### src/rtl/rv_pkg.sv
// Shared core constants and the writeback entry type.
package rv_pkg;
  localparam int XLEN   = 32;
  localparam int REG_AW = 5;

  typedef struct packed {
    logic              valid;
    logic [REG_AW-1:0] rd;
    logic [XLEN-1:0]   wd;
  } wb_entry_t;
endpackage

### src/rtl/wb_arbiter_if.sv
// Writeback arbiter bus: pipeline and secondary sources in, register-file port out.
interface wb_arbiter_if import rv_pkg::*; #(
  parameter int DEPTH = 4
);
  localparam int CW = $clog2(DEPTH) + 1;

  logic                   pipe_we;
  logic [REG_AW-1:0]      pipe_rd;
  logic [XLEN-1:0]        pipe_wd;
  logic                   sec_valid;
  logic                   sec_ready;
  logic [REG_AW-1:0]      sec_rd;
  logic [XLEN-1:0]        sec_wd;
  logic                   we3;
  logic [REG_AW-1:0]      rd;
  logic [XLEN-1:0]        wd3;
  logic [2**REG_AW-1:0]   pending_mask;
  logic [CW-1:0]          fifo_count;

  modport master (
    output pipe_we, pipe_rd, pipe_wd, sec_valid, sec_rd, sec_wd,
    input  sec_ready, we3, rd, wd3, pending_mask, fifo_count
  );

  modport slave (
    input  pipe_we, pipe_rd, pipe_wd, sec_valid, sec_rd, sec_wd,
    output sec_ready, we3, rd, wd3, pending_mask, fifo_count
  );
endinterface

### src/rtl/wb_fifo.sv
// Circular buffer of writeback entries with squash-by-destination.
// Squashed entries keep their slot; a popped slot has its valid cleared so
// unoccupied slots never contribute to the pending mask.
module wb_fifo import rv_pkg::*; #(
  parameter int DEPTH = 4,
  localparam int PW   = $clog2(DEPTH),
  localparam int CW   = PW + 1
) (
  input  logic                    clk,
  input  logic                    rst,
  input  logic                    push_i,
  input  wb_entry_t               push_ent_i,
  input  logic                    pop_i,
  input  logic                    squash_i,
  input  logic [REG_AW-1:0]       squash_rd_i,
  output wb_entry_t               head_o,
  output logic [CW-1:0]           count_o,
  output logic [DEPTH-1:0]        vld_o,
  output wb_entry_t [DEPTH-1:0]   ent_o
);
  wb_entry_t [DEPTH-1:0] ents_q, ents_d;
  logic [PW-1:0]         head_q, head_d, tail_q, tail_d;
  logic [CW-1:0]         cnt_q, cnt_d;

  // Next state: squash on start-of-cycle contents, then pop clear, then push.
  always_comb begin
    ents_d = ents_q;
    head_d = head_q;
    tail_d = tail_q;
    cnt_d  = cnt_q;
    for (int i = 0; i < DEPTH; i++) begin
      if (squash_i && ents_q[i].rd == squash_rd_i) ents_d[i].valid = 1'b0;
    end
    if (pop_i) begin
      ents_d[head_q].valid = 1'b0;
      head_d = head_q + PW'(1);
    end
    if (push_i) begin
      ents_d[tail_q] = push_ent_i;
      tail_d = tail_q + PW'(1);
    end
    case ({push_i, pop_i})
      2'b10:   cnt_d = cnt_q + CW'(1);
      2'b01:   cnt_d = cnt_q - CW'(1);
      default: cnt_d = cnt_q;
    endcase
  end

  // State register; reset empties the buffer and clears all valids.
  always_ff @(posedge clk) begin
    if (rst) begin
      ents_q <= '0;
      head_q <= '0;
      tail_q <= '0;
      cnt_q  <= '0;
    end else begin
      ents_q <= ents_d;
      head_q <= head_d;
      tail_q <= tail_d;
      cnt_q  <= cnt_d;
    end
  end

  // Expose per-slot valids and contents for the pending-mask reduction.
  always_comb begin
    for (int i = 0; i < DEPTH; i++) vld_o[i] = ents_q[i].valid;
  end

  assign ent_o   = ents_q;
  assign head_o  = ents_q[head_q];
  assign count_o = cnt_q;
endmodule

### src/rtl/wb_arbiter.sv
// Writeback arbiter: pipeline has priority, secondary results wait in a FIFO.
// Pipeline writes squash older buffered writes to the same register (WAW).
module wb_arbiter import rv_pkg::*; #(
  parameter int DEPTH = 4
) (
  input  logic          clk,
  input  logic          rst,
  wb_arbiter_if.slave   bus
);
  localparam int CW = $clog2(DEPTH) + 1;

  logic                    pipe_req, acc, push, pop;
  wb_entry_t               head, push_ent;
  logic [CW-1:0]           count;
  logic [DEPTH-1:0]        vld;
  wb_entry_t [DEPTH-1:0]   ents;
  logic                    we3_q, we3_d;
  logic [REG_AW-1:0]       rd_q, rd_d;
  logic [XLEN-1:0]         wd3_q, wd3_d;
  logic [2**REG_AW-1:0]    pmask;

  // Handshake and FIFO control; a same-cycle secondary to the pipe's rd is older, so dropped.
  always_comb begin
    pipe_req       = bus.pipe_we && (bus.pipe_rd != '0);
    bus.sec_ready  = !rst && (count < CW'(DEPTH));
    acc            = bus.sec_valid && bus.sec_ready;
    push           = acc && (bus.sec_rd != '0) && !(pipe_req && bus.sec_rd == bus.pipe_rd);
    pop            = !pipe_req && (count != '0);
    push_ent.valid = 1'b1;
    push_ent.rd    = bus.sec_rd;
    push_ent.wd    = bus.sec_wd;
  end

  wb_fifo #(.DEPTH(DEPTH)) u_fifo (
    .clk         (clk),
    .rst         (rst),
    .push_i      (push),
    .push_ent_i  (push_ent),
    .pop_i       (pop),
    .squash_i    (pipe_req),
    .squash_rd_i (bus.pipe_rd),
    .head_o      (head),
    .count_o     (count),
    .vld_o       (vld),
    .ent_o       (ents)
  );

  // Port select: pipe first, then FIFO head; a squashed head burns a cycle with no write.
  always_comb begin
    we3_d = 1'b0;
    rd_d  = rd_q;
    wd3_d = wd3_q;
    if (pipe_req) begin
      we3_d = 1'b1;
      rd_d  = bus.pipe_rd;
      wd3_d = bus.pipe_wd;
    end else if (pop && head.valid) begin
      we3_d = 1'b1;
      rd_d  = head.rd;
      wd3_d = head.wd;
    end
  end

  // Register-file port registers, stable across the negedge write.
  always_ff @(posedge clk) begin
    if (rst) begin
      we3_q <= 1'b0;
      rd_q  <= '0;
      wd3_q <= '0;
    end else begin
      we3_q <= we3_d;
      rd_q  <= rd_d;
      wd3_q <= wd3_d;
    end
  end

  // Pending mask: OR of one-hot destinations of live buffered entries.
  always_comb begin
    pmask = '0;
    for (int i = 0; i < DEPTH; i++) begin
      if (vld[i]) pmask[ents[i].rd] = 1'b1;
    end
    pmask[0] = 1'b0;
  end

  assign bus.we3          = we3_q;
  assign bus.rd           = rd_q;
  assign bus.wd3          = wd3_q;
  assign bus.pending_mask = pmask;
  assign bus.fifo_count   = count;
endmodule
### src/flat_wrapper.sv
// flat-port wrapper written by rule: the top's interface ports become plain ports
module wb_arbiter_flat import rv_pkg::*;
#(
  parameter int DEPTH = 4
)
  (clk, rst, bus_pipe_we, bus_pipe_rd, bus_pipe_wd, bus_sec_valid, bus_sec_rd, bus_sec_wd, bus_sec_ready, bus_we3, bus_rd, bus_wd3, bus_pending_mask, bus_fifo_count);
  wb_arbiter_if #(.DEPTH(DEPTH)) bus_i ();
  input  logic clk;
  input  logic rst;
  input wire logic [$bits(bus_i.pipe_we)-1:0] bus_pipe_we;
  input wire logic [$bits(bus_i.pipe_rd)-1:0] bus_pipe_rd;
  input wire logic [$bits(bus_i.pipe_wd)-1:0] bus_pipe_wd;
  input wire logic [$bits(bus_i.sec_valid)-1:0] bus_sec_valid;
  input wire logic [$bits(bus_i.sec_rd)-1:0] bus_sec_rd;
  input wire logic [$bits(bus_i.sec_wd)-1:0] bus_sec_wd;
  output wire logic [$bits(bus_i.sec_ready)-1:0] bus_sec_ready;
  output wire logic [$bits(bus_i.we3)-1:0] bus_we3;
  output wire logic [$bits(bus_i.rd)-1:0] bus_rd;
  output wire logic [$bits(bus_i.wd3)-1:0] bus_wd3;
  output wire logic [$bits(bus_i.pending_mask)-1:0] bus_pending_mask;
  output wire logic [$bits(bus_i.fifo_count)-1:0] bus_fifo_count;
  assign bus_i.pipe_we = bus_pipe_we;
  assign bus_i.pipe_rd = bus_pipe_rd;
  assign bus_i.pipe_wd = bus_pipe_wd;
  assign bus_i.sec_valid = bus_sec_valid;
  assign bus_i.sec_rd = bus_sec_rd;
  assign bus_i.sec_wd = bus_sec_wd;
  assign bus_sec_ready = bus_i.sec_ready;
  assign bus_we3 = bus_i.we3;
  assign bus_rd = bus_i.rd;
  assign bus_wd3 = bus_i.wd3;
  assign bus_pending_mask = bus_i.pending_mask;
  assign bus_fifo_count = bus_i.fifo_count;
  wb_arbiter #(.DEPTH(DEPTH)) u_core (.clk(clk), .rst(rst), .bus(bus_i));
endmodule
### config.mk
export PLATFORM = sky130hd
export DESIGN_NAME = wb_arbiter_flat
export DESIGN_NICKNAME = d
export VERILOG_FILES = /design/src/rtl/rv_pkg.sv /design/src/rtl/wb_arbiter_if.sv /design/src/rtl/wb_fifo.sv /design/src/rtl/wb_arbiter.sv /design/src/flat_wrapper.sv
export SDC_FILE = /design/constraint.sdc
export NUM_CORES = 1
export LEC_CHECK = 0
export ABC_AREA = 1
export ABC_CLOCK_PERIOD_IN_PS = 2400
export CAP_MARGIN = 20
export CELL_PAD_IN_SITES_DETAIL_PLACEMENT = 0
export CELL_PAD_IN_SITES_GLOBAL_PLACEMENT = 1
export CORE_ASPECT_RATIO = 1.4
export CORE_UTILIZATION = 35
export DETAILED_ROUTE_END_ITERATION = 8
export PLACE_DENSITY_LB_ADDON = 0.15
export SKIP_LAST_GASP = 1
export SLEW_MARGIN = 0
export SYNTH_ARGS = -nofsm -noshare
export SYNTH_HDL_FRONTEND = slang
export SYNTH_SLANG_ARGS = --single-unit
export TNS_END_PERCENT = 1
### constraint.sdc
create_clock -name clk -period 2.4 [get_ports clk]
set_input_delay 0.48 -clock clk [delete_from_list [all_inputs] [get_ports clk]]
set_output_delay 0.48 -clock clk [all_outputs]
set_load 0.005 [all_outputs]
Word level (Yosys, flattened, before mapping):

Index checks and enable logic that the tools add are counted.

* bits in registers: 197
* latch bits: 0
* memory bits (writable): 0
* ROM bits: 0
* input port bits: 78
* output and inout bits: 74
* word-level logic and storage cells: 104
* memories: 0

* add/subtract/negate cells: 4
* multipliers: 0
* divide/modulo/power cells: 0
* $lt $le $gt $ge: 13
* eq/ne operators: 7
* shift operators: 0
* multiplexer cells: 33
* bitwise operators: 3
* reduce and logical (&&, ||, !) cells: 26

Operators by type and width (count)
* bitwise mux 152 bit: 2
* 2-to-1 mux 152 bit: 2
* 2-to-1 mux 32 bit: 6
* demux 38 bit (select 2 bit): 2
* 2-to-1 mux 38 bit: 3
* bitwise OR 32 bit: 3
* binary-select mux 38 bit (select 2 bit): 1
* == test 5 bit: 5
* < comparator 5 x 6 -> 1 bit (second input constant): 4
* demux 1 bit (select 5 bit): 4
* >= comparator 5 x 1 -> 1 bit (second input constant): 4
* logical AND 1 bit: 18
* 2-to-1 mux 1 bit: 10
* 2-to-1 mux 5 bit: 2
* nonzero test 5 bit: 2
* < comparator 2 x 3 -> 1 bit (second input constant): 2
* case mux 3 bit (2 select lines): 1
* adder 2 x 1 -> 2 bit (second input constant): 2
* >= comparator 2 x 1 -> 1 bit (second input constant): 2
* nonzero test 2 bit: 2
* adder 3 x 1 -> 3 bit (second input constant): 1
* logical NOT 1 bit: 3
* < comparator 3 bit (second input constant): 1
* nonzero test 3 bit: 1
* other kinds (3): 3

Depth between registers and ports, before layout:

Gate-level depths: netlist of run 1.

* word-level depth: 11
* depth in mapped cells: 16
* gate-level depth less buffers: 14

Modules after synthesis:

Synthesis of run 1 repeated with hierarchy kept, for this count alone.

* cells, all modules: 1591
* area, all modules: 11434.7 µm²

Modules (own cells, without submodules)
* wb_fifo: instances 1, cells each 1017, area each 8026.4 µm², sequential area each 3183.1 µm²
* wb_arbiter: instances 1, cells each 574, area each 3408.3 µm², sequential area each 760.7 µm²

Worst setup path before layout of run 1:

No wires, ideal clock.

* path type: input port to flip-flop
* start: in bus_pipe_rd[0]
* end: reg u_core.u_fifo.cnt_q[2] (netlist: u_core.u_fifo.count_o[2])
* library setup time: 129 ps
* arrival time: 2347 ps
* path slack: -75 ps
* stages: 14
* buffers on the path: 2
* path through: buf_2 -> nor2_1 -> nand3_1 -> nand2_2 -> inv_2 -> buf_2 -> nor2_2 -> ha_1 -> inv_1 -> fa_1 -> a21oi_1 -> o21ai_0 -> xor2_1 -> nor2_1

* word-level cells in the longest chain between the ends: 7

RTL lines
* start: declaration: RTL line flat_wrapper.sv:11 `input wire logic [$bits(bus_i.pipe_rd)-1:0] bus_pipe_rd;`
* nonzero test 5 bit: RTL line wb_arbiter.sv:24 `pipe_req = bus.pipe_we && (bus.pipe_rd != '0);`
* logical AND 1 bit: RTL line wb_arbiter.sv:24
* logical AND 1 bit: RTL line wb_arbiter.sv:27 `push = acc && (bus.sec_rd != '0) && !(pipe_req && bus.sec_rd == bus.pipe_rd);`
* logical NOT 1 bit: RTL line wb_arbiter.sv:27
* logical AND 1 bit: RTL line wb_arbiter.sv:27
* == test 2 x 1 -> 1 bit or == test 2 bit (tied branches): RTL line wb_fifo.sv:42 `case ({push_i, pop_i})`
* case mux 3 bit (2 select lines) or nonzero test 2 bit (tied branches)
* end signal: assignment: RTL line wb_fifo.sv:60 `cnt_q <= cnt_d;`
* end: declaration: RTL line wb_fifo.sv:23 `logic [CW-1:0] cnt_q, cnt_d;`

Parallel ways exist; a longest one is shown, timed or not.
A chain may end at the register's enable or synchronous reset.

Final worst setup path of run 1:

* start: reg u_core.u_fifo.ents_q, in the netlist u_core.u_fifo.ent_o[148]
* end: out bus_pending_mask[8]

* word-level cells in the longest chain between the ends: 6

RTL lines
* start: declaration: RTL line wb_fifo.sv:21 `wb_entry_t [DEPTH-1:0] ents_q, ents_d;`
* start signal: assignment: RTL line wb_fifo.sv:57 `ents_q <= ents_d;`
* < comparator 5 x 6 -> 1 bit (implied by the code) or >= comparator 5 x 1 -> 1 bit (tied branches): RTL line wb_arbiter.sv:81 `if (vld[i]) pmask[ents[i].rd] = 1'b1;`
* logical AND 1 bit (implied by the code): RTL line wb_arbiter.sv:81
* 2-to-1 mux 1 bit (implied by the code): RTL line wb_arbiter.sv:81
* demux 1 bit (select 5 bit) (*)
* bitwise OR 32 bit (no source line) (*)
* 2-to-1 mux 32 bit (*): RTL line wb_arbiter.sv:81
* end: declaration: RTL line flat_wrapper.sv:20 `output wire logic [$bits(bus_i.pending_mask)-1:0] bus_pending_mask;`

Mark *: on every way between the ends. The rest lies on a longest branch, timed or not.

==> results_dict.tcl, run 1 <==
set metrics [dict create \
    outcome "finished, violations left" \
    violations "negative setup slack" \
    yosys-top-cells-area "dfxtp_1, nand2_1, inv_1" \
    cp.arrival_ns 2.12 \
    reg2regPathDepth 9 \
    setup_ws_ns -0.198 \
    dp_hpwl_um 27400 \
    overflow 0 \
    rows 79 \
    grt_start_max_net_pins 62 \
    synth.distinct_cells 29 \
    worst-path-buf-inv 2 \
    pwr-share-comb_pct 38.8 \
    drtIter0Drc 715 \
    switching_share_pct 38.3 \
    syn_inst 1910 \
    cpMaxStageDelayCell "dfxtp_2" \
    power.total_mw 11.0 \
    relSlewSlack_pct 55.1 \
    startpoint_type "flop" \
    min_from "u_core.bus.rd[0]" \
    fin_crit_ns 2.60 \
    gp_congestion 0.943 \
    ant_nets 0 \
    hold_depth 2 \
    cts_made_buffers 17 \
    cp_top_family "buffers and inverters" \
    first_global_vias 11900 \
    end_kind "output port" \
    max_freq_mhz 385 \
    syn_area_mm2 0.0117 \
    core_area_mm2 0.0331 \
    tritoncts "built" \
    start_util_pct 35.5 \
    layout-drive-gt1-share_pct 9.96 \
    yosysTopAreaCellShare_pct 33.6 \
    power_frac_clock_pct 26.5 \
    ys_ff_latch 197 \
    p_per_area_mw_per_mm2 751 \
    synth-edff-count 0 \
    grtUsageTotal_pct 25.3 \
    ys_seq_area_share_pct 33.6 \
    setup_viol 26 \
    vias_per_cell 4.94 \
    cp_max_fo 8 \
    cts_sinks 197 \
    pre_cts_slack_ns -0.361 \
    required_ns 1.92 \
    drc 0 \
    fin_util_pct 44.2 \
    critPathMaxStageDelay_ns 0.52 \
    hold_buffers 0 \
    p_sw_mw 4.21 \
    clockBufferDepth 2 \
    pwr-share-seq_pct 34.8 \
    antenna_found_initial 0 \
    nFillCells 3583 \
    wl_um 42200 \
    p_leak_nw 6.61 \
    async_flop_share_pct 0 \
    syn_avg_cell_area_um2 6.15 \
    htree_levels 4 \
    clk-insertion-delay-late_ns 0.45 \
    cap_violations 0 \
    final_cells 2484 \
    die_h_um 219 \
    nets 2116 \
    clock_skew_ns 0.0112 \
    syn_nets 1998 \
    slew_violations 0 \
    clockRootBuffer "clkbuf_16" \
    vias 12300 \
    die_x_um 157 \
    synth_top_cell_by_area "dfxtp_1" \
    num_antenna_cells 0 \
    rsz0062_at_grt "true" \
    cp_cell_sequence "clkinvlp_4 -> nand3_1 -> o221ai_1 -> clkdlybuf4s50_1" \
    dr.pass1.iters 5 \
    fin_crit_sh_pct 108 \
    hold_path_end "u_core.bus.rd[0]" \
    synth_ff_type "dfxtp_1" \
    r2r_start "u_core.u_fifo.count_o[2]" \
    power.internal_mw 6.78 \
    clkTransAtPathRegs_ns 0.07 \
    die-area_mm2 0.0343 \
    path_class "reg2out" \
    irDropWorstVdd_v 0.000577 \
    yosys_warnings 0 \
    dp_cells 2454 \
    grt_pass1_wl_um 66000 \
    area_growth_pct 24.5 \
    r2r_end "u_core.u_fifo.ent_o[71]" \
    ios 152 \
    wire_per_inst_um 17.0 \
    hold_viol 0 \
    hp-class "reg2reg" \
    r2r_setup_slack_ns 0.35 \
    port_buffers 150 \
    tightest_slew_ns 0.674 \
]
==> flip-flops by register name, summed over array words and instances, names as in the netlist <==
name                   flops
u_core.bus.wd3            32
u_core.bus.we3             1
u_core.u_fifo.tail_q       2
u_core.u_fifo.ent_o      152
u_core.bus.rd              5
u_core.u_fifo.head_q       2
u_core.u_fifo.count_o      3
==> through the flow <==
| step | instance area [um2] | hold WS, ns | TNS [ns] |
|---|---|---|---|
| CTS | 14600 | 0.470 | -3.85 |
| global route | 14600 | 0.493 | -8.26 |
| global placement | 14000 | 0.460 | -45.50 |
| floorplan | 11800 | 0.461 | 0 |
| detailed placement | 14000 | 0.458 | -44.85 |
| finish | 14600 | 0.467 | -3.54 |
==> how the worst max path moves through the flow <==
stage | from | endpoint | slack [ns] | depth (start not counted)
floorplan | bus_pipe_rd[0] | u_core.u_fifo.count_o[2] | 0.0007 | 14
global placement | bus_pipe_rd[3] | u_core.u_fifo.count_o[2] | -0.39 | 15
detailed placement | bus_pipe_rd[3] | u_core.u_fifo.ent_o[8] | -0.36 | 12
CTS | u_core.u_fifo.ent_o[71] | bus_pending_mask[24] | -0.18 | 5
global route | u_core.u_fifo.ent_o[112] | bus_pending_mask[7] | -0.27 | 4
finish | u_core.u_fifo.ent_o[148] | bus_pending_mask[8] | -0.20 | 4
==> metal layers <==
metal  track usage [%]  part of all wire (%)
met2              45.3                    50
met4              9.38                   3.2
met5                 0                     0
met3              3.53                   4.2
met1              30.1                    42
==> area by class of cell <==
class,count,area (um2),share of cell area (%)
Sequential cell,197,3960,27.1
Clock buffer,22,464,3.18
Multi-Input combinational cell,1221,5930,40.5
Timing Repair Buffer,234,2270,15.5
Clock inverter,8,101,0.693
Inverter,357,1350,9.23
Tap cell,445,557,3.81
==> power groups by stage <==
stage                     sequential (mW)  clock (mW)  combinational, mW
after floorplan                      3.86           0               2.52
after global placement               3.88           0               4.28
after detailed placement             3.89           0               4.28
after CTS                            3.82        2.99               4.30
after global routing                 3.86        3.09               4.79
final                                3.82        2.91               4.26
==> placed cells by master, fill, tap and decap left out, types with 13 or more instances in the layout <==
| cell | count |
|---|---|
| o22a_1 | 29 |
| inv_1 | 297 |
| dfxtp_1 | 186 |
| inv_2 | 55 |
| a21oi_1 | 89 |
| o21ai_1 | 13 |
| nand3_1 | 47 |
| nand4_1 | 149 |
| clkbuf_16 | 17 |
| clkdlybuf4s50_1 | 144 |
| nand2_1 | 465 |
| o21ai_0 | 104 |
| xnor2_1 | 15 |
| nor2_1 | 235 |
| o221ai_1 | 31 |
| buf_4 | 73 |
==> worst register-to-register path: stages, from the launching register on <==
cell and delay (ns):
dfxtp_1 0.36, nor2_1 0.17, buf_4 0.16, nand3_1 0.12, inv_4 0.08, buf_4 0.40
buf_12 0.33, nand4_1 0.17, nand2_1 0.10, nor2_1 0.04
==> cell families (layout without fill, tap and decap cells) <==
kind of cell             Yosys count  after routing  synth area share (%)
flip-flops                       197            197                  33.6
buffers and inverters            492            621                  16.7
other                              1              1                0.0319
XOR/XNOR                          23             23                  1.72
adder cells (fa/ha/maj)           10             10                  1.13
AO/OA/AOI/OAI                    269            269                  13.4
AND/OR/NAND/NOR                  918            918                  33.5
==> synthesized netlist by cell type (7+ instances only) <==
| cell | number |
|---|---|
| nand3_1 | 55 |
| nand2_1 | 467 |
| buf_4 | 7 |
| o221ai_1 | 31 |
| buf_1 | 20 |
| inv_1 | 311 |
| dfxtp_1 | 197 |
| o21ai_0 | 105 |
| clkbuf_1 | 61 |
| o22a_1 | 29 |
| xnor2_1 | 15 |
| nand4_1 | 149 |
| ha_1 | 9 |
| a21oi_1 | 89 |
| nor2_1 | 235 |
| xor2_1 | 8 |
| o21ai_1 | 12 |
| buf_2 | 43 |
| inv_2 | 46 |
==> timing repair <==
action | 4_1_cts | 5_1_grt
pin swaps | 1 | 0
setup buffers | 0 | 0
resized for setup | 31 | 6
endpoints found under the setup margin | 31 | 88
Note: power is estimated with default switching activity, not from simulation.
==> run 2: changes to the inputs <==
- TNS_END_PERCENT: 1 -> 20
==> run 2 against run 1 <==
  * Die area unchanged
  * Non-clock buffer count up 1
  * Critical path depth up 1
  * Highest routed layer unchanged
  * Routed wire length up 0.25%
  * The run still ends with negative setup slack left
  * Core utilization up 0.17 points
  * Clock skew about the same
  * Count of clock-buffer cells in the layout unchanged
  * Sequential power about the same
  * Total power up 0.16%
  * Global-route usage unchanged
  * Combinational power about the same
  * Critical endpoint is now bus_pending_mask[3]
==> results_dict.tcl, run 2 (synthesized netlist as in run 1, its figures left out) <==
set metrics [dict create \
    tritoncts "built" \
    relSlewSlack_pct 54.7 \
    cp.arrival_ns 2.08 \
    fin_util_pct 44.3 \
    ant_nets 0 \
    switching_share_pct 38.4 \
    outcome "finished, violations left" \
    wl_um 42300 \
    power.internal_mw 6.78 \
    first_global_vias 11900 \
    cpMaxStageDelayCell "clkdlybuf4s50_1" \
    hold_viol 0 \
    pwr-share-seq_pct 34.7 \
    overflow 0 \
    dr.pass1.iters 5 \
    wl_met3_um 1620 \
    holdWs_ns 0.467 \
    clkTransAtPathRegs_ns 0.07 \
    setup_ws_ns -0.164 \
    start_util_pct 35.5 \
    met2_length_um 21300 \
    startpoint_type "flop" \
    cap_violations 0 \
    clockBufferDepth 2 \
    pre_cts_slack_ns -0.361 \
    area_growth_pct 25.0 \
    irDropWorstVdd_v 0.000577 \
    wire_per_inst_um 17.0 \
    rows 79 \
    cp_max_fo 8 \
    cp_cell_sequence "nand3_1 -> buf_4 -> o22a_1 -> o221ai_1 -> clkdlybuf4s50_1" \
    grt_start_max_net_pins 62 \
    largest_reg_flops 152 \
    critPathLaunch "u_core.u_fifo.ent_o[32]" \
    gp_congestion 0.943 \
    end_kind "output port" \
    die-area_mm2 0.0343 \
    cts_made_buffers 17 \
    r2r_start "u_core.u_fifo.count_o[2]" \
    endpoint "bus_pending_mask[3]" \
    max_freq_mhz 390 \
    drtIter0Drc 729 \
    power_frac_clock_pct 26.5 \
    core_area_mm2 0.0331 \
    violations "negative setup slack" \
    r2r_setup_slack_ns 0.35 \
    vias 12300 \
    clk-insertion-delay-late_ns 0.46 \
    mostFrequentLayoutCell "nand2_1" \
    htree_levels 4 \
    grt_pass1_wl_um 66000 \
    antenna_found_initial 0 \
    vias_per_cell 4.96 \
    nets 2117 \
    mostFrequentLayoutCells "nand2_1, inv_1, nor2_1" \
    critPathMaxStageDelay_ns 0.56 \
    fin_crit_ns 2.56 \
    nFillCells 3581 \
    r2r_end "u_core.u_fifo.ent_o[33]" \
    setup_tns_ns -1.94 \
    hp-class "reg2reg" \
    path_class "reg2out" \
    setup_viol 16 \
    clockRootBuffer "clkbuf_16" \
    design_area_mm2 0.0147 \
    clock_skew_ns 0.0113 \
    fin_crit_sh_pct 107 \
    layout-drive-gt1-share_pct 10.2 \
    slew_violations 0 \
    rsz0062_at_grt "true" \
    num_antenna_cells 0 \
    required_ns 1.92 \
    top_layer "met4" \
    die_h_um 219 \
    port_buffers 150 \
    pwr-share-comb_pct 38.8 \
    p_leak_nw 6.78 \
    dp_hpwl_um 27400 \
    ios 152 \
    dpl_cell_area_mm2 0.0140 \
    reg2regPathDepth 9 \
    die_x_um 157 \
    tightest_slew_ns 0.679 \
    p_sw_mw 4.22 \
    grtUsageTotal_pct 25.3 \
    cts_sinks 197 \
    met1_length_um 18100 \
    p_per_area_mw_per_mm2 749 \
    drc 0 \
]
==> run 2: cell count changes in the layout (fill, tap and decap cells not counted) <==
cell / before / now
dfxtp_4: 0 / 1
dlymetal6s2s_1: 1 / 10
nand3_4: 2 / 3
inv_1: 297 / 296
inv_2: 55 / 56
o221ai_2: 0 / 1
nand3_2: 9 / 10
nand3_1: 47 / 45
dfxtp_1: 186 / 185
o221ai_1: 31 / 30
buf_4: 73 / 74
clkdlybuf4s50_1: 144 / 135
==> run 2: power groups by stage <==
stage	Clock [mW]	Sequential (mW)	Combinational (mW)
after floorplan	0	3.86	2.52
final	2.91	3.82	4.27
after global placement	0	3.88	4.28
after global routing	3.09	3.86	4.79
after CTS	2.99	3.82	4.30
after detailed placement	0	3.89	4.28
==> run 2: through the flow <==
stage                     instances  total power, mW
after global routing           2485             11.7
after CTS                      2484             11.1
after detailed placement       2454             8.16
after global placement         2454             8.16
after floorplan                1910             6.38
final                          2485             11.0
==> run 2: worst min path at each step <==
stage	startpoint	end	slack, ns	depth (start not counted)
finish	u_core.bus.rd[0]	u_core.bus.rd[0]	0.47	2
global route	u_core.bus.rd[4]	u_core.bus.rd[4]	0.49	2
CTS	u_core.bus.rd[0]	u_core.bus.rd[0]	0.47	2
detailed placement	u_core.bus.rd[0]	u_core.bus.rd[0]	0.46	2
global placement	u_core.bus.rd[0]	u_core.bus.rd[0]	0.46	2
floorplan	u_core.bus.rd[0]	u_core.bus.rd[0]	0.46	2
==> run 2: repair_timing <==
item	CTS	global route
pin swaps	1	0
setup buffers	0	1
resized for setup	32	21
hold buffers	0	0
setup endpoints to repair	31	88
==> run 2: cell type report <==
class	count	area, um2	area share, %
clock inverters	8	101	0.690
repair buffers	235	2300	15.6
clock buffers	22	464	3.16
inverters	357	1350	9.19
well taps	445	557	3.79
flip-flops and latches	197	3960	27.0
multi-input cells	1221	5950	40.5
==> run 2: per-layer routing <==
layer	vias to the layer above	track usage (%)
li1	6245	-
met1	5717	30.1
met2	283	45.3
met3	70	3.53
met4	0	9.38
met5	-	0
==> run 2: critical path: cells and delay by family (launching register included) <==
family          cells  cell delay (ns)
compound gates      2             0.33
buf+inv             2             0.76
flops               1             0.44
simple gates        1             0.11
==> run 3: changes to the inputs <==
- CORE_UTILIZATION: 35 -> 37
- SYNTH_HIERARCHICAL: default -> 1
==> run 3 against run 2 <==
  * The flow still finishes with violations (negative setup slack)
  * Sequential power is 3% lower
  * Critical path depth is 1 higher
  * Total power is 2.0% lower
  * Synthesized cell count is 17% lower
  * Core utilization is 3.6 points higher
  * Clock power is 4% higher
  * Register-to-register slack better by 0.15 ns
  * Non-clock buffer count is 26 higher
  * Synthesized area is 2.6% lower
  * Cell count is 13% lower
  * Critical path type unchanged
  * Largest cell class unchanged
==> results_dict.tcl, run 3 <==
set metrics [dict create \
    outcome "finished, violations left" \
    violations "negative setup slack" \
    drc 0 \
    p_per_area_mw_per_mm2 744 \
    die_x_um 151 \
    end_kind "output port" \
    clockBufferDepth 2 \
    clkTransAtPathRegs_ns 0.08 \
    wire_per_inst_um 18.4 \
    switching_share_pct 38.0 \
    htree_levels 4 \
    dr.pass1.iters 5 \
    rows 75 \
    grtUsageTotal_pct 25.9 \
    cp.arrival_ns 2.06 \
    power.internal_mw 6.68 \
    die-area_mm2 0.0316 \
    slew_violations 0 \
    cap_violations 0 \
    power.total_mw 10.8 \
    required_ns 1.92 \
    first_global_vias 11100 \
    overflow 0 \
    tightest_slew_ns 0.892 \
    pwr-share-comb_pct 37.3 \
    synth_ff_type "dfxtp_1" \
    mostFrequentLayoutCell "nor2_1" \
    tritoncts "built" \
    cp_max_fo 5 \
    pwr-share-seq_pct 34.5 \
    mostFrequentLayoutCells "nor2_1, nand2_1, dfxtp_1" \
    syn_inst 1591 \
    gp_congestion 0.903 \
    yosys_warnings 6 \
    relSlewSlack_pct 40.6 \
    ys_ff_latch 197 \
    hp-class "reg2reg" \
    start_util_pct 37.8 \
    largest_reg_flops 152 \
    p_sw_mw 4.09 \
    antenna_found_initial 0 \
    ys_seq_area_share_pct 34.5 \
    ys_top_cells_by_count "nor2_1, dfxtp_1, nand2_1, nand3_1, nor3_2" \
    synth-edff-count 0 \
    async_flop_share_pct 0 \
    clk-insertion-delay-late_ns 0.46 \
    nets 1853 \
    vias 11300 \
    path_class "reg2out" \
    ios 152 \
    drtIter0Drc 568 \
    clock_skew_ns 0.0114 \
    clockRootBuffer "clkbuf_16" \
    vias_per_cell 5.21 \
    p_leak_nw 6.01 \
    fin_crit_sh_pct 106 \
    die_h_um 210 \
    irDropWorstVdd_v 0.000475 \
    power_frac_clock_pct 28.2 \
    yosys-top-cells-area "dfxtp_1, nor2_1, nor3_2" \
    synth_most_common_cell "nor2_1" \
    core_area_mm2 0.0302 \
    cts_made_buffers 17 \
    port_buffers 150 \
    syn_area_mm2 0.0114 \
    yosysTopAreaCellShare_pct 34.5 \
    syn_avg_cell_area_um2 7.19 \
    grt_pass1_wl_um 62100 \
    wl_um 39900 \
    hold_viol 0 \
    setup_tns_ns -2.12 \
    synth.distinct_cells 37 \
    area_growth_pct 26.7 \
    layout-drive-gt1-share_pct 20.9 \
    grt_start_max_net_pins 124 \
    setup_ws_ns -0.137 \
    cts_sinks 197 \
    hold_buffers 0 \
    setup_viol 25 \
    num_antenna_cells 0 \
    max_freq_mhz 394 \
    ant_nets 0 \
    rsz0062_at_grt "true" \
    dp_hpwl_um 28700 \
    fin_crit_ns 2.54 \
    synth_top_cell_by_area "dfxtp_1" \
    startpoint_type "flop" \
]
## run 3: changes by cell type after synthesis, moves of 20 or more
| cell | delta |
|---|---|
| buf_6 | +31 |
| nand3_1 | +95 |
| a211oi_2 | +20 |
| clkbuf_1 | -47 |
| o22ai_1 | +39 |
| nor3_2 | +124 |
| inv_1 | -194 |
| nand2_1 | -283 |
| nand4_1 | -148 |
| o22a_1 | -29 |
| o21ai_0 | -55 |
| nor2_1 | +163 |
| o221ai_1 | -25 |
| inv_2 | -43 |
## run 3: kinds of logic after synthesis
kind of cell | Yosys count | synth area share (%)
xor+xnor | 3 | 0.230
other cells | 2 | 0.0657
flops | 197 | 34.5
simple gates | 892 | 39.1
fa+ha+maj | 10 | 1.16
buf+inv | 233 | 11.1
compound gates | 254 | 13.8
## run 3: layer usage
metal,vias up,wire (um),global-route usage [%]
li1,5578,-,-
met1,5376,15300,28.2
met2,248,21400,48.0
met3,72,1510,3.98
met4,0,1670,12.8
met5,-,0,0
## run 3: what timing repair did
item | in CTS | in global routing
endpoints found under the hold margin | 0 | 0
resized for setup | 32 | 27
endpoints found under the setup margin | 31 | 31
setup buffers | 0 | 0
## run 3: critical path, cell delays in order, from the launching register on
cell and delay [ns]:
dfxtp_2 0.36, buf_4 0.16, nor3_2 0.21, buf_4 0.16, inv_1 0.05, o211ai_1 0.15
clkdlybuf4s50_1 0.52
## run 3: power by group through the flow
stage	combinational (mW)	clock (mW)	sequential, mW
after global placement	4.02	0	3.79
after global routing	4.36	3.25	3.75
after detailed placement	4.03	0	3.79
after CTS	4.05	3.11	3.72
after floorplan	2.52	0	3.76
final	4.02	3.04	3.72
## run 3: layout make-up
type                    instances  area, um2
clock buffers                  21        460
clock inverters                11        148
fillers                      3087      15700
inverters                     124        478
multi-input cells            1164       6350
flip-flops and latches        197       3990
well taps                     385        482
repair buffers                261       2580
## run 3: final timing paths
| path | from | to | slack [ns] | depth (start not counted) |
|---|---|---|---|---|
| setup / recovery | u_core/u_fifo/ent_o[149] | bus_pending_mask[18] | -0.14 | 6 |
| hold / removal | u_core/bus.wd3[29] | u_core/bus.wd3[29] | 0.48 | 2 |
| setup reg to reg | u_core/u_fifo/head_q[0] | u_core/bus.wd3[1] | 0.50 | 8 |
| hold reg to reg | u_core/bus.wd3[29] | u_core/bus.wd3[29] | 0.48 | 2 |
## run 3: metrics by stage
step                      util [%]  hold slack (ns)  area [um2]  worst slack, ns  cells
after floorplan                  -            0.465       11500           0.0101   1594
after global placement        45.4            0.467       13700           -0.256   2131
after detailed placement      45.4            0.473       13700           -0.265   2131
after CTS                     47.7            0.483       14400           -0.176   2163
after global routing          48.0            0.495       14500           -0.234   2163
final                         48.0            0.479       14500           -0.137   2163
